**src/rtl/pcseq_pkg.sv**
```systemverilog
// pcseq_pkg: shared defaults and next-PC source encoding for pc_sequencer
package pcseq_pkg;
  localparam int PCW_DEF = 10;
  localparam int OFFW_DEF = 9;
  localparam int DEPTH_DEF = 4;
  typedef enum logic [1:0] {SRC_INC, SRC_ABS, SRC_RET, SRC_REL} pc_src_e;
endpackage

```
**src/rtl/pc_sequencer_if.sv**
```systemverilog
// pc_sequencer_if: control strobes in, PC and return-stack status out
interface pc_sequencer_if import pcseq_pkg::*; #(
  parameter int PCW = PCW_DEF,
  parameter int OFFW = OFFW_DEF,
  parameter int DEPTH = DEPTH_DEF
);
  localparam int DW = $clog2(DEPTH + 1);
  logic en, s_inc, s_call, s_ret, s_rel, rel_sign, err_clr;
  logic [PCW-1:0] abs_addr, pc;
  logic [OFFW-1:0] rel_mag;
  logic [DW-1:0] ras_depth;
  logic ras_empty, ras_full, ras_err;
  modport master(
    output en, s_inc, abs_addr, s_call, s_ret, s_rel, rel_sign, rel_mag, err_clr,
    input pc, ras_depth, ras_empty, ras_full, ras_err
  );
  modport slave(
    input en, s_inc, abs_addr, s_call, s_ret, s_rel, rel_sign, rel_mag, err_clr,
    output pc, ras_depth, ras_empty, ras_full, ras_err
  );
endinterface

```
**src/rtl/ras_stack.sv**
```systemverilog
// ras_stack: return-address LIFO with push/pop/replace and overflow/underflow pulses
// PCSEQ_RAS_CIRC_EN makes push-on-full overwrite the oldest entry instead of dropping.
module ras_stack #(
  parameter int W = 10,
  parameter int DEPTH = 4,
  localparam int DW = $clog2(DEPTH + 1),
  localparam int AW = DEPTH > 1 ? $clog2(DEPTH) : 1
) (
  input  logic          clk,
  input  logic          reset,
  input  logic          i_en,
  input  logic          i_push,
  input  logic          i_pop,
  input  logic [W-1:0]  i_data,
  output logic [W-1:0]  o_top,
  output logic [DW-1:0] o_depth,
  output logic          o_empty,
  output logic          o_full,
  output logic          o_ovf,
  output logic          o_unf
);
`ifdef PCSEQ_RAS_CIRC_EN
  localparam bit CIRC = 1'b1;
`else
  localparam bit CIRC = 1'b0;
`endif
  logic [W-1:0] r_mem [DEPTH];
  logic [AW-1:0] r_wp;
  logic [DW-1:0] r_depth;
  logic [AW-1:0] w_top, w_wp_inc;
  logic w_repl, w_psh, w_pop;
  // r_wp is the next write slot; the ring lets circular mode reuse the oldest slot
  always_comb begin
    w_top = r_wp == '0 ? AW'(DEPTH - 1) : r_wp - AW'(1);
    w_wp_inc = r_wp == AW'(DEPTH - 1) ? '0 : r_wp + AW'(1);
    o_depth = r_depth;
    o_empty = r_depth == '0;
    o_full = r_depth == DW'(DEPTH);
    w_repl = i_push & i_pop & !o_empty;
    w_psh = i_push & (!i_pop | o_empty) & (!o_full | CIRC);
    w_pop = i_pop & !i_push & !o_empty;
    o_ovf = i_push & !i_pop & o_full & !CIRC;
    o_unf = i_pop & !i_push & o_empty;
    o_top = r_mem[w_top];
  end
  always_ff @(posedge clk) begin
    if (reset) begin
      r_wp <= '0;
      r_depth <= '0;
    end else if (i_en) begin
      if (w_psh) begin
        r_wp <= w_wp_inc;
        r_depth <= o_full ? r_depth : r_depth + DW'(1);
      end else if (w_pop) begin
        r_wp <= w_top;
        r_depth <= r_depth - DW'(1);
      end
    end
  end
  always_ff @(posedge clk) begin
    if (i_en & w_repl) r_mem[w_top] <= i_data;
    else if (i_en & w_psh) r_mem[r_wp] <= i_data;
  end
endmodule

```
**src/rtl/pc_sequencer.sv**
```systemverilog
// pc_sequencer: PC register, branch adders, source select and sticky stack error
// Stack overflow policy selectable with PCSEQ_RAS_CIRC_EN (see ras_stack).
module pc_sequencer import pcseq_pkg::*; #(
  parameter int PCW = PCW_DEF,
  parameter int OFFW = OFFW_DEF,
  parameter int DEPTH = DEPTH_DEF
) (
  input logic clk,
  input logic reset,
  pc_sequencer_if.slave bus
);
  logic [PCW-1:0] r_pc, w_inc, w_rel, w_top, w_next, w_mag;
  logic r_err, w_ovf, w_unf, w_empty;
  pc_src_e w_src;
  ras_stack #(.W(PCW), .DEPTH(DEPTH)) u_ras (
    .clk(clk),
    .reset(reset),
    .i_en(bus.en),
    .i_push(bus.s_call),
    .i_pop(bus.s_ret),
    .i_data(w_inc),
    .o_top(w_top),
    .o_depth(bus.ras_depth),
    .o_empty(w_empty),
    .o_full(bus.ras_full),
    .o_ovf(w_ovf),
    .o_unf(w_unf)
  );
  // underflowing return falls through to pc+1; call+ret on empty acts as a plain call
  always_comb begin
    w_inc = r_pc + PCW'(1);
    w_mag = {{(PCW-OFFW){1'b0}}, bus.rel_mag};
    w_rel = bus.rel_sign ? r_pc - w_mag : r_pc + w_mag;
    w_src = bus.s_rel ? SRC_REL
          : bus.s_ret & !w_empty ? SRC_RET
          : w_unf | bus.s_inc ? SRC_INC : SRC_ABS;
    w_next = w_src == SRC_REL ? w_rel
           : w_src == SRC_RET ? w_top
           : w_src == SRC_INC ? w_inc : bus.abs_addr;
    bus.pc = r_pc;
    bus.ras_empty = w_empty;
    bus.ras_err = r_err;
  end
  always_ff @(posedge clk) begin
    if (reset) begin
      r_pc <= '0;
      r_err <= 1'b0;
    end else if (bus.en) begin
      r_pc <= w_next;
      r_err <= (w_ovf | w_unf) ? 1'b1 : bus.err_clr ? 1'b0 : r_err;
    end
  end
endmodule

```
**src/flat_wrapper.sv**
```systemverilog
// flat-port wrapper written by rule: the top's interface ports become plain ports
module pc_sequencer_flat import pcseq_pkg::*;
#(
  parameter int PCW = PCW_DEF,
  parameter int OFFW = OFFW_DEF,
  parameter int DEPTH = DEPTH_DEF
)
  (clk, reset, bus_en, bus_s_inc, bus_abs_addr, bus_s_call, bus_s_ret, bus_s_rel, bus_rel_sign, bus_rel_mag, bus_err_clr, bus_pc, bus_ras_depth, bus_ras_empty, bus_ras_full, bus_ras_err);
  pc_sequencer_if #(.PCW(PCW), .OFFW(OFFW), .DEPTH(DEPTH)) bus_i ();
  input logic clk;
  input logic reset;
  input wire logic [$bits(bus_i.en)-1:0] bus_en;
  input wire logic [$bits(bus_i.s_inc)-1:0] bus_s_inc;
  input wire logic [$bits(bus_i.abs_addr)-1:0] bus_abs_addr;
  input wire logic [$bits(bus_i.s_call)-1:0] bus_s_call;
  input wire logic [$bits(bus_i.s_ret)-1:0] bus_s_ret;
  input wire logic [$bits(bus_i.s_rel)-1:0] bus_s_rel;
  input wire logic [$bits(bus_i.rel_sign)-1:0] bus_rel_sign;
  input wire logic [$bits(bus_i.rel_mag)-1:0] bus_rel_mag;
  input wire logic [$bits(bus_i.err_clr)-1:0] bus_err_clr;
  output wire logic [$bits(bus_i.pc)-1:0] bus_pc;
  output wire logic [$bits(bus_i.ras_depth)-1:0] bus_ras_depth;
  output wire logic [$bits(bus_i.ras_empty)-1:0] bus_ras_empty;
  output wire logic [$bits(bus_i.ras_full)-1:0] bus_ras_full;
  output wire logic [$bits(bus_i.ras_err)-1:0] bus_ras_err;
  assign bus_i.en = bus_en;
  assign bus_i.s_inc = bus_s_inc;
  assign bus_i.abs_addr = bus_abs_addr;
  assign bus_i.s_call = bus_s_call;
  assign bus_i.s_ret = bus_s_ret;
  assign bus_i.s_rel = bus_s_rel;
  assign bus_i.rel_sign = bus_rel_sign;
  assign bus_i.rel_mag = bus_rel_mag;
  assign bus_i.err_clr = bus_err_clr;
  assign bus_pc = bus_i.pc;
  assign bus_ras_depth = bus_i.ras_depth;
  assign bus_ras_empty = bus_i.ras_empty;
  assign bus_ras_full = bus_i.ras_full;
  assign bus_ras_err = bus_i.ras_err;
  pc_sequencer #(.PCW(PCW), .OFFW(OFFW), .DEPTH(DEPTH)) u_core (.clk(clk), .reset(reset), .bus(bus_i));
endmodule
```
**config.mk**
```make
export PLATFORM = sky130hd
export DESIGN_NAME = pc_sequencer_flat
export DESIGN_NICKNAME = d
export VERILOG_FILES = /design/src/rtl/pcseq_pkg.sv /design/src/rtl/pc_sequencer_if.sv /design/src/rtl/ras_stack.sv /design/src/rtl/pc_sequencer.sv /design/src/flat_wrapper.sv
export SDC_FILE = /design/constraint.sdc
export NUM_CORES = 1
export LEC_CHECK = 0
export ABC_AREA = 1
export ABC_CLOCK_PERIOD_IN_PS = 2200
export CORE_MARGIN = 3
export CORE_UTILIZATION = 50
export CTS_CLUSTER_SIZE = 10
export DETAILED_ROUTE_END_ITERATION = 8
export DONT_BUFFER_PORTS = 1
export HOLD_SLACK_MARGIN = 0.05
export MAX_ROUTING_LAYER = met4
export PLACE_DENSITY = 0.68
export SKIP_CTS_REPAIR_TIMING = 1
export SYNTH_ARGS = -nofsm -noshare
export SYNTH_HDL_FRONTEND = slang
export SYNTH_SLANG_ARGS = --single-unit
```
**constraint.sdc**
```tcl
create_clock -name clk -period 2.2 [get_ports clk]
set_input_delay 0.44 -clock clk [delete_from_list [all_inputs] [get_ports clk]]
set_output_delay 0.44 -clock clk [all_outputs]
set_load 0.01 [all_outputs]
```
==> impl_metrics.csv, run 1 <==
group,metric,value,unit
status,status,"finished, final reports clean",
worst_hold_path,hold_class,"primary input to flop",
detailed_routing,firstDrtPassIters,5,
power_and_ir_drop,comb_power_share,32.1,%
setup_path,crit_type,"flop to flop",
run,maxCapViolations,0,
die,core-area,6490,um^2
clocking,cts_buffers,5,
timing,fin_worst_skew,0.00699,ns
detailed_routing,drc_errors,0,
synthesis,syn_inst,432,
setup_path,cp_cell_sequence,"nor2_2 -> nand2_2 -> nand2_4 -> nand2_4 -> clkinv_2 -> nand2_4 -> o21ai_1 -> or2_1 -> nor2_1 -> buf_4",
final_layout,post-route-util,59.1,%
die,die_h,88.7,um
power_and_ir_drop,p_sw,959,uW
timing,max_freq,0.496,GHz
detailed_routing,postRouteAntennaNets,0,
synthesis,yosysTopAreaCell,"edfxtp_1",
power_and_ir_drop,clock_power_share,20.9,%
clocking,root_buffer,"clkbuf_8",
synthesis,synth_top_area_share,35.1,%
synthesis,syn_avg_cell_area,7.92,um^2
clocking,tritoncts,"yes",
final_layout,area_growth,12.3,%
clocking,clock_path_buffers,2,
power_and_ir_drop,peakVddDrop,266,uV
grt,antenna_found_initial,0,
power_and_ir_drop,swShare,34.8,%
grt,grt_max_degree,25,
final_layout,drive_gt1_share,14.8,%
final_layout,fin_cells,538,
die,die_x,88.7,um
synthesis,synth_edf_count,40,
place,io_buffers,0,
timing,slew_headroom,74.4,%
power_and_ir_drop,leakagePower,0.00174,uW
grt,grt_pass1_wl,13500,um
clocking,clk_pin_slew,0.10,ns
setup_path,start_kind,"flop",
synthesis,synth_area_leaders,"edfxtp_1, dfxtp_1, nand2_1",
die,start_util,52.6,%
place,dp_hpwl,6390,um
final_layout,fill_cells,597,
synthesis,synth_seq_cells,56,
setup_path,required,2.22,ns
timing,setup_viol,0,
setup_path,cpPeakStageDelay,0.51,ns
final_layout,layout_common_cells,"nand2_1, inv_1, nor2_1",
die,io_pins,44,
setup_path,cp_slowest_cell,"dfxtp_1",
timing,final-hold-violation-count,0,
detailed_routing,vias_per_cell,5.34,
detailed_routing,wl_met2,4160,um
detailed_routing,met1_length,3430,um
detailed_routing,top_layer,"met4",
detailed_routing,wl_per_cell,15.3,um
synthesis,syn-cell-area,3420,um^2
power_and_ir_drop,sequentialPowerShare,47.0,%
final_layout,n_antenna_cell,0,
timing,maxSlewViolCount,0,
clocking,h-tree-depth,2,
die,die_area,7870,um^2
setup_path,path_max_fanout,10,
synthesis,ys_types,33,
place,globalplace.congestion,0.908,
detailed_routing,num_vias,2874,
timing,final.setup.tns,0,ns
die,fp-row-count,29,
grt,grt_usage,23.1,%
detailed_routing,routed_wl,8210,um
synthesis,synth-warning-count,0,
grt,grt_pass1_vias,2831,
synthesis,ys_seq_area_share,44.5,%
setup_path,endpoint_kind,"flop",
timing,post-route-period-util,91.7,%
synthesis,synth-async-reset-ratio,0,%
synthesis,synth_fp_nets,475,
power_and_ir_drop,powerDensity,717,nW/um^2
clocking,clock_latency,0.31,ns
final_layout,layout_commonest_cell,"nand2_1",
timing,hold_ws,0.180,ns
timing,fin_crit,2.02,ns
clocking,clock-sinks,56,
detailed_routing,met3WireLength,465,um
power_and_ir_drop,internal_power,1790,uW
synthesis,ys.flop_type,"edfxtp_1",
final_layout,nets,503,
place,dp_cells,530,
detailed_routing,drt_iter0_drc,150,
setup_path,critical_path.most_common_cell,"nand2_4",
timing,tightest_slew,0.383,ns
setup_path,cp_data_arrival_time,2.04,ns
grt,grt_overflow,0,
==> state kept, by name, indices dropped and copies added (netlist names) <==
name                  flops
u_core.u_ras.r_wp         2
u_core.u_ras.r_mem       40
u_core.u_ras.o_depth      3
u_core.bus.pc            10
u_core.bus.ras_err        1
==> cell families (layout without fill, tap and decap cells) <==
group                      count (synthesis)  after routing  share of synthesized area, %
AOI/OAI and AO/OA                         86             86                          13.5
xor gates and xnor gates                  16             16                          4.10
adders and majority gates                 15             15                          5.93
buffers and inverters                     71            100                          7.94
DFF                                       56             56                          44.5
and+or+nand+nor                          188            188                          24.0
==> metrics by stage <==
stage | power (uW) | setup WS [ns] | cell area [um^2]
finish | 2750 | 0.182 | 3840
global route | 2930 | -0.0318 | 3840
CTS | 2750 | 0.120 | 3820
detailed placement | 2190 | -0.172 | 3730
global placement | 2170 | -0.122 | 3730
floorplan | 1910 | 0.000451 | 3440
==> power by group through the flow <==
| stage | clock network (uW) | logic, uW | registers [uW] |
|---|---|---|---|
| after detailed placement | 0 | 871 | 1320 |
| after global placement | 0 | 858 | 1310 |
| final | 575 | 885 | 1290 |
| after CTS | 582 | 876 | 1290 |
| after floorplan | 0 | 599 | 1310 |
| after global routing | 622 | 1010 | 1300 |
==> cell type report <==
class	count	area (um^2)	share of cell area, %
inverter	61	230	6.00
tap	77	96.3	2.51
timing repair buffer	31	233	6.06
clock buffer	5	68.8	1.79
sequential	56	1520	39.7
multi-input combinational	305	1670	43.4
clock inverter	3	22.5	0.587
==> final timing paths <==
check                                  startpoint                            endpoint  slack (ns)  cells after the start
max          u_core.u_ras.o_depth[1]$_SDFFE_PP0P_  u_core.u_ras.r_mem[1][2]$_DFFE_PP_        0.18                     10
min                                         reset       u_core.bus.pc[1]$_SDFFE_PP0P_        0.18                      1
min reg2reg       u_core.bus.ras_err$_SDFFE_PP0P_     u_core.bus.ras_err$_SDFFE_PP0P_        0.53                      2
max reg2reg  u_core.u_ras.o_depth[1]$_SDFFE_PP0P_  u_core.u_ras.r_mem[1][2]$_DFFE_PP_        0.18                     10
==> metal layers <==
metal / GRT usage (%) / vias to the layer above
li1: - / 1484
met1: 28.2 / 1306
met2: 38.2 / 73
met3: 4.47 / 11
met4: 7.83 / 0
met5: - / -
==> synth_stat cells (4+ instances only) <==
master,n
a21oi_1,30
clkbuf_1,7
dfxtp_1,16
edfxtp_1,40
ha_1,13
inv_1,55
inv_2,5
nand2_1,85
nand2_2,4
nand3_1,35
nor2_1,49
o21ai_0,35
o21ai_1,5
o21bai_1,4
o22ai_1,5
xor2_1,14
==> critical path: cells and delay by family (launching register included) <==
kind | cells | cell delay [ns]
and+or+nand+nor | 7 | 0.84
AOI/OAI and AO/OA | 1 | 0.07
buffers and inverters | 2 | 0.30
DFF | 1 | 0.51
Note: power is estimated with default switching activity, not from simulation.
==> inputs of run 2 (changes only) <==
Settings changed: CORE_UTILIZATION 50 to 45, PLACE_DENSITY 0.68 to not set.
==> run 2 against run 1 <==
Compared with the run above: non-clock buffer count up 1; sequential power about the same; combinational power up 0.8%; critical path type unchanged; largest power group unchanged.
==> impl_metrics.csv, run 2 (synthesized netlist as in run 1, its figures left out) <==
group,metric,value,unit
timing,slew_headroom,74.1,%
grt,grt_usage,21.0,%
power_and_ir_drop,leakagePower,0.00174,uW
setup_path,critical_path.most_common_cell,"nand2_4",
timing,rsz0062_at_grt,"no",
timing,final-hold-violation-count,0,
timing,setup_viol,0,
final_layout,design_area,3860,um^2
timing,fin_worst_skew,0.00362,ns
final_layout,drive_gt1_share,14.3,%
detailed_routing,routed_wl,8380,um
grt,grt_max_degree,19,
setup_path,path_delay_family,"simple AND/OR/NAND/NOR gates",
grt,grt_pass1_wl,13800,um
grt,grt_pass1_vias,2805,
setup_path,cpPeakStageDelay,0.42,ns
grt,grt_overflow,0,
detailed_routing,drc_errors,0,
final_layout,layout_common_cells,"nand2_1, inv_1, nor2_1",
setup_path,crit_type,"flop to flop",
timing,hold_ws,0.180,ns
place,dp_cells,553,
setup_path,endpoint,"u_core.u_ras.r_mem[3][6]$_DFFE_PP_",
setup_path,start_kind,"flop",
setup_path,required,2.23,ns
final_layout,fill_cells,707,
final_layout,multi_input_area,1650,um^2
final_layout,regArea,1520,um^2
run,maxCapViolations,0,
timing,max_freq,0.490,GHz
clocking,clk_pin_slew,0.10,ns
setup_path,cp_slowest_cell,"dfxtp_1",
status,status,"finished, final reports clean",
place,globalplace.congestion,0.869,
detailed_routing,postRouteAntennaNets,0,
final_layout,largest_register_ffs,40,
die,fp-row-count,31,
place,dpl_cell_area,3760,um^2
final_layout,nets,504,
place,io_buffers,0,
die,die_h,93.2,um
place,dp_hpwl,6570,um
clocking,root_buffer,"clkbuf_8",
timing,tightest_slew,0.387,ns
power_and_ir_drop,powerDensity,716,nW/um^2
setup_path,startpoint,"u_core.u_ras.o_depth[2]$_SDFFE_PP0P_",
setup_path,path_max_fanout,10,
timing,post-route-period-util,92.8,%
final_layout,layout_commonest_cell,"nand2_1",
timing,maxSlewViolCount,0,
setup_path,cp_data_arrival_time,2.07,ns
die,start_util,46.6,%
clocking,clock_latency,0.31,ns
die,die_area,8680,um^2
worst_hold_path,hold_class,"primary input to flop",
detailed_routing,num_vias,2891,
setup_path,cp_num_cells,10,
detailed_routing,firstDrtPassIters,6,
setup_path,endpoint_kind,"flop",
die,io_pins,44,
clocking,tritoncts,"yes",
timing,fin_crit,2.04,ns
final_layout,area_growth,12.8,%
final_layout,fin_cells,561,
detailed_routing,drt_iter0_drc,170,
grt,antenna_found_initial,0,
detailed_routing,wl_per_cell,14.9,um
setup_path,crit_buf_inv,3,
die,core-area,7330,um^2
setup_path,reg2regPathDepth,10,
final_layout,top_register,"u_core.u_ras.r_mem",
clocking,cts_buffers,5,
die,die_x,93.2,um
setup_path,rr_endpoint,"u_core.u_ras.r_mem[3][6]$_DFFE_PP_",
detailed_routing,vias_per_cell,5.15,
power_and_ir_drop,peakVddDrop,283,uV
setup_path,r2r_setup_slack,0.16,ns
setup_path,cp_cell_sequence,"inv_1 -> nand2_2 -> nand2_4 -> nand2_4 -> clkinv_2 -> nand2_4 -> o21ai_1 -> or2_1 -> nor2_1 -> buf_4",
timing,final.setup.tns,0,ns
clocking,h-tree-depth,2,
clocking,clock-sinks,56,
final_layout,n_antenna_cell,0,
setup_path,r2r-start,"u_core.u_ras.o_depth[2]$_SDFFE_PP0P_",
clocking,clock_path_buffers,2,
run 2: cell count changes in the layout (fill, tap and decap cells not counted), sizes merged:
cell      change
buf           +1
clkinv        -1
clkinvlp      +1
run 2: worst min path at each step:
stage | startpoint | depth (start not counted) | to
finish | reset | 1 | u_core.bus.pc[1]$_SDFFE_PP0P_
global route | reset | 1 | u_core.bus.ras_err$_SDFFE_PP0P_
CTS | reset | 1 | u_core.bus.pc[0]$_SDFFE_PP0P_
detailed placement | u_core.u_ras.r_wp[1]$_SDFFE_PP0P_ | 2 | u_core.u_ras.r_wp[1]$_SDFFE_PP0P_
global placement | u_core.bus.ras_err$_SDFFE_PP0P_ | 2 | u_core.bus.ras_err$_SDFFE_PP0P_
floorplan | u_core.u_ras.r_wp[1]$_SDFFE_PP0P_ | 2 | u_core.u_ras.r_wp[1]$_SDFFE_PP0P_
run 2: cell type report:
| class | instances | share of cell area [%] |
|---|---|---|
| multi-input cells | 305 | 42.8 |
| flip-flops and latches | 56 | 39.5 |
| repair buffers | 32 | 6.23 |
| inverters | 61 | 5.97 |
| well taps | 99 | 3.21 |
| clock buffers | 5 | 1.78 |
| clock inverters | 3 | 0.552 |
run 2: per-layer routing:
layer | up-vias | GRT usage, % | part of all wire, %
li1 | 1481 | - | -
met1 | 1312 | 25.9 | 43
met2 | 85 | 35.6 | 50
met3 | 13 | 3.38 | 5.7
met4 | 0 | 6.35 | 1.3
met5 | - | - | 0
run 2: where the power goes:
part	switching (uW)	internal, uW
clock network	350	227
logic	543	349
registers	69.7	1220
total	963	1800
run 2: through the flow:
step / setup WS (ns) / utilization, % / total power [uW]
after floorplan: 0.000451 / - / 1910
after global placement: -0.122 / 51.3 / 2190
after detailed placement: -0.149 / 51.3 / 2210
after CTS: 0.113 / 52.6 / 2780
after global routing: 0.00581 / 52.6 / 2940
final: 0.158 / 52.6 / 2760
==> inputs of run 3 (changes only) <==
Settings changed: CELL_PAD_IN_SITES_DETAIL_PLACEMENT set to 2, CELL_PAD_IN_SITES_GLOBAL_PLACEMENT set to 2, CORE_UTILIZATION 45 to 34, PLACE_DENSITY_LB_ADDON set to 0.15.
==> run 3 against run 2 <==
Compared with the run above: routed wire length increased by 32%; sequential share of layout area decreased by 1.4 points; cell area rose by 3.9%; total power increased by 4.9%; sequential power hardly changed; highest routed layer unchanged; clock power is 6.4% higher; via count is 4.8% higher; critical path type is now primary input to flop.
==> impl_metrics.csv, run 3 (synthesized netlist as in run 1, its figures left out) <==
group,metric,value,unit
die,start_util,36.0,%
detailed_routing,wl_per_cell,18.6,um
detailed_routing,routed_wl,11100,um
final_layout,largest_register_ffs,40,
timing,final-hold-violation-count,0,
clocking,clock_path_buffers,2,
detailed_routing,num_vias,3030,
power_and_ir_drop,powerDensity,724,nW/um^2
final_layout,nets,509,
setup_path,cpPeakStageDelay,0.29,ns
setup_path,required,2.42,ns
die,io_pins,44,
final_layout,area_growth,17.1,%
timing,maxSlewViolCount,0,
setup_path,critical_path.most_common_cell,"nor2_1",
run,maxCapViolations,0,
setup_path,cp_cell_sequence,"inv_2 -> ha_4 -> nand4_1 -> o31ai_2 -> xnor2_1 -> inv_1 -> ha_4 -> nand2_2 -> nor2_4 -> nand2_1 -> nand3_2 -> nand3_1 -> nand2_1 -> nor2_1 -> nor2_1 -> nor2_1",
timing,fin_crit,2.06,ns
place,dpl_cell_area,3840,um^2
final_layout,fill_cells,1078,
die,fp-row-count,35,
power_and_ir_drop,peakVddDrop,345,uV
detailed_routing,firstDrtPassIters,4,
setup_path,path_max_fanout,3,
detailed_routing,drt_iter0_drc,131,
final_layout,n_antenna_cell,0,
grt,grt_pass1_wl,18100,um
clocking,tritoncts,"yes",
setup_path,start_kind,"primary input",
clocking,h-tree-depth,2,
grt,grt_overflow,0,
setup_path,cp_data_arrival_time,2.28,ns
clocking,clock-sinks,56,
setup_path,cp_slowest_cell,"ha_4",
final_layout,post-route-util,42.1,%
die,die_area,11300,um^2
place,place_ws,-0.381,ns
grt,grt_usage,21.1,%
final_layout,top_register,"u_core.u_ras.r_mem",
die,die_h,106,um
clocking,cts_buffers,5,
final_layout,design_area,4010,um^2
grt,grt_pass1_vias,3351,
detailed_routing,postRouteAntennaNets,0,
place,globalplace.congestion,0.859,
worst_hold_path,hold_class,"primary input to flop",
timing,slew_headroom,68.1,%
die,die_x,106,um
status,status,"finished, final reports clean",
setup_path,crit_type,"primary input to flop",
timing,tightest_slew,0.478,ns
power_and_ir_drop,total_power,2900,uW
timing,setup_viol,0,
place,io_buffers,0,
grt,grt_max_degree,25,
place,dp_hpwl,8840,um
setup_path,endpoint_kind,"flop",
die,core-area,9500,um^2
power_and_ir_drop,leakagePower,0.00177,uW
timing,rsz0062_at_grt,"yes",
timing,post-route-period-util,93.5,%
final_layout,layout_common_cells,"nand2_1, inv_1, nor2_1",
clocking,clock_latency,0.32,ns
final_layout,drive_gt1_share,17.8,%
timing,worst_slack,0.143,ns
clocking,clk_pin_slew,0.11,ns
final_layout,layout_commonest_cell,"nand2_1",
grt,antenna_found_initial,0,
detailed_routing,drc_errors,0,
timing,fin_worst_skew,0.00825,ns
detailed_routing,vias_per_cell,5.08,
clocking,root_buffer,"clkbuf_8",
timing,max_freq,0.486,GHz
[run 3: cell types whose count changed in the layout (fill, tap and decap cells not counted), moves of 2 or more]
cell / before / now
nand3_2: 0 / 3
ha_4: 1 / 3
dfxtp_1: 16 / 14
buf_4: 32 / 37
dfxtp_2: 0 / 2
nand3_1: 35 / 32
ha_1: 11 / 9
[run 3: final timing paths]
path                                         to  depth (start not counted)                            startpoint  slack, ns
max reg2reg  u_core.u_ras.r_mem[2][1]$_DFFE_PP_                         11  u_core.u_ras.o_depth[2]$_SDFFE_PP0P_       0.16
max               u_core.bus.pc[9]$_SDFFE_PP0P_                         16                        bus_rel_mag[0]       0.14
min reg2reg     u_core.bus.ras_err$_SDFFE_PP0P_                          2       u_core.bus.ras_err$_SDFFE_PP0P_       0.52
min               u_core.bus.pc[1]$_SDFFE_PP0P_                          1                                 reset       0.17
[run 3: area by class of cell]
| type | instances | area (um^2) | area share, % |
|---|---|---|---|
| Clock buffer | 5 | 68.8 | 1.72 |
| Clock inverter | 3 | 27.5 | 0.687 |
| Inverter | 61 | 236 | 5.90 |
| Multi-Input combinational cell | 305 | 1710 | 42.7 |
| Sequential cell | 56 | 1520 | 38.1 |
| Tap cell | 129 | 161 | 4.03 |
| Timing Repair Buffer | 37 | 278 | 6.94 |
[run 3: worst max-delay path: cells and delay by family]
kind            cells  cell delay (ns)
xor+xnor            1             0.15
fa+ha+maj           2             0.43
compound gates      1             0.24
simple gates       10             0.86
buf+inv             2             0.16
[run 3: through the flow]
step / hold WS [ns] / cells / setup TNS [ns]
2_1_floorplan: 0.465 / 432 / 0
3_3_place_gp: 0.498 / 588 / -0.734
3_5_place_dp: 0.508 / 588 / -1.17
4_1_cts: 0.169 / 596 / -0.0380
5_1_grt: 0.156 / 596 / -0.0596
6_report: 0.174 / 596 / 0
[run 3: metal layers]
layer / vias up / track usage [%] / part of all wire, % / routed length (um)
met5: - / - / 0 / 0
met4: 0 / 4.44 / 0.96 / 106
met3: 9 / 2.37 / 2.6 / 289
met2: 44 / 38.4 / 53 / 5910
met1: 1483 / 25.0 / 43 / 4770
li1: 1494 / - / - / -
[run 3: where the power goes]
part | switching (uW) | total (uW) | internal, uW
sequential | 75.2 | 1300 | 1230
clock | 379 | 614 | 235
combinational | 610 | 983 | 373
total | 1060 | 2900 | 1830
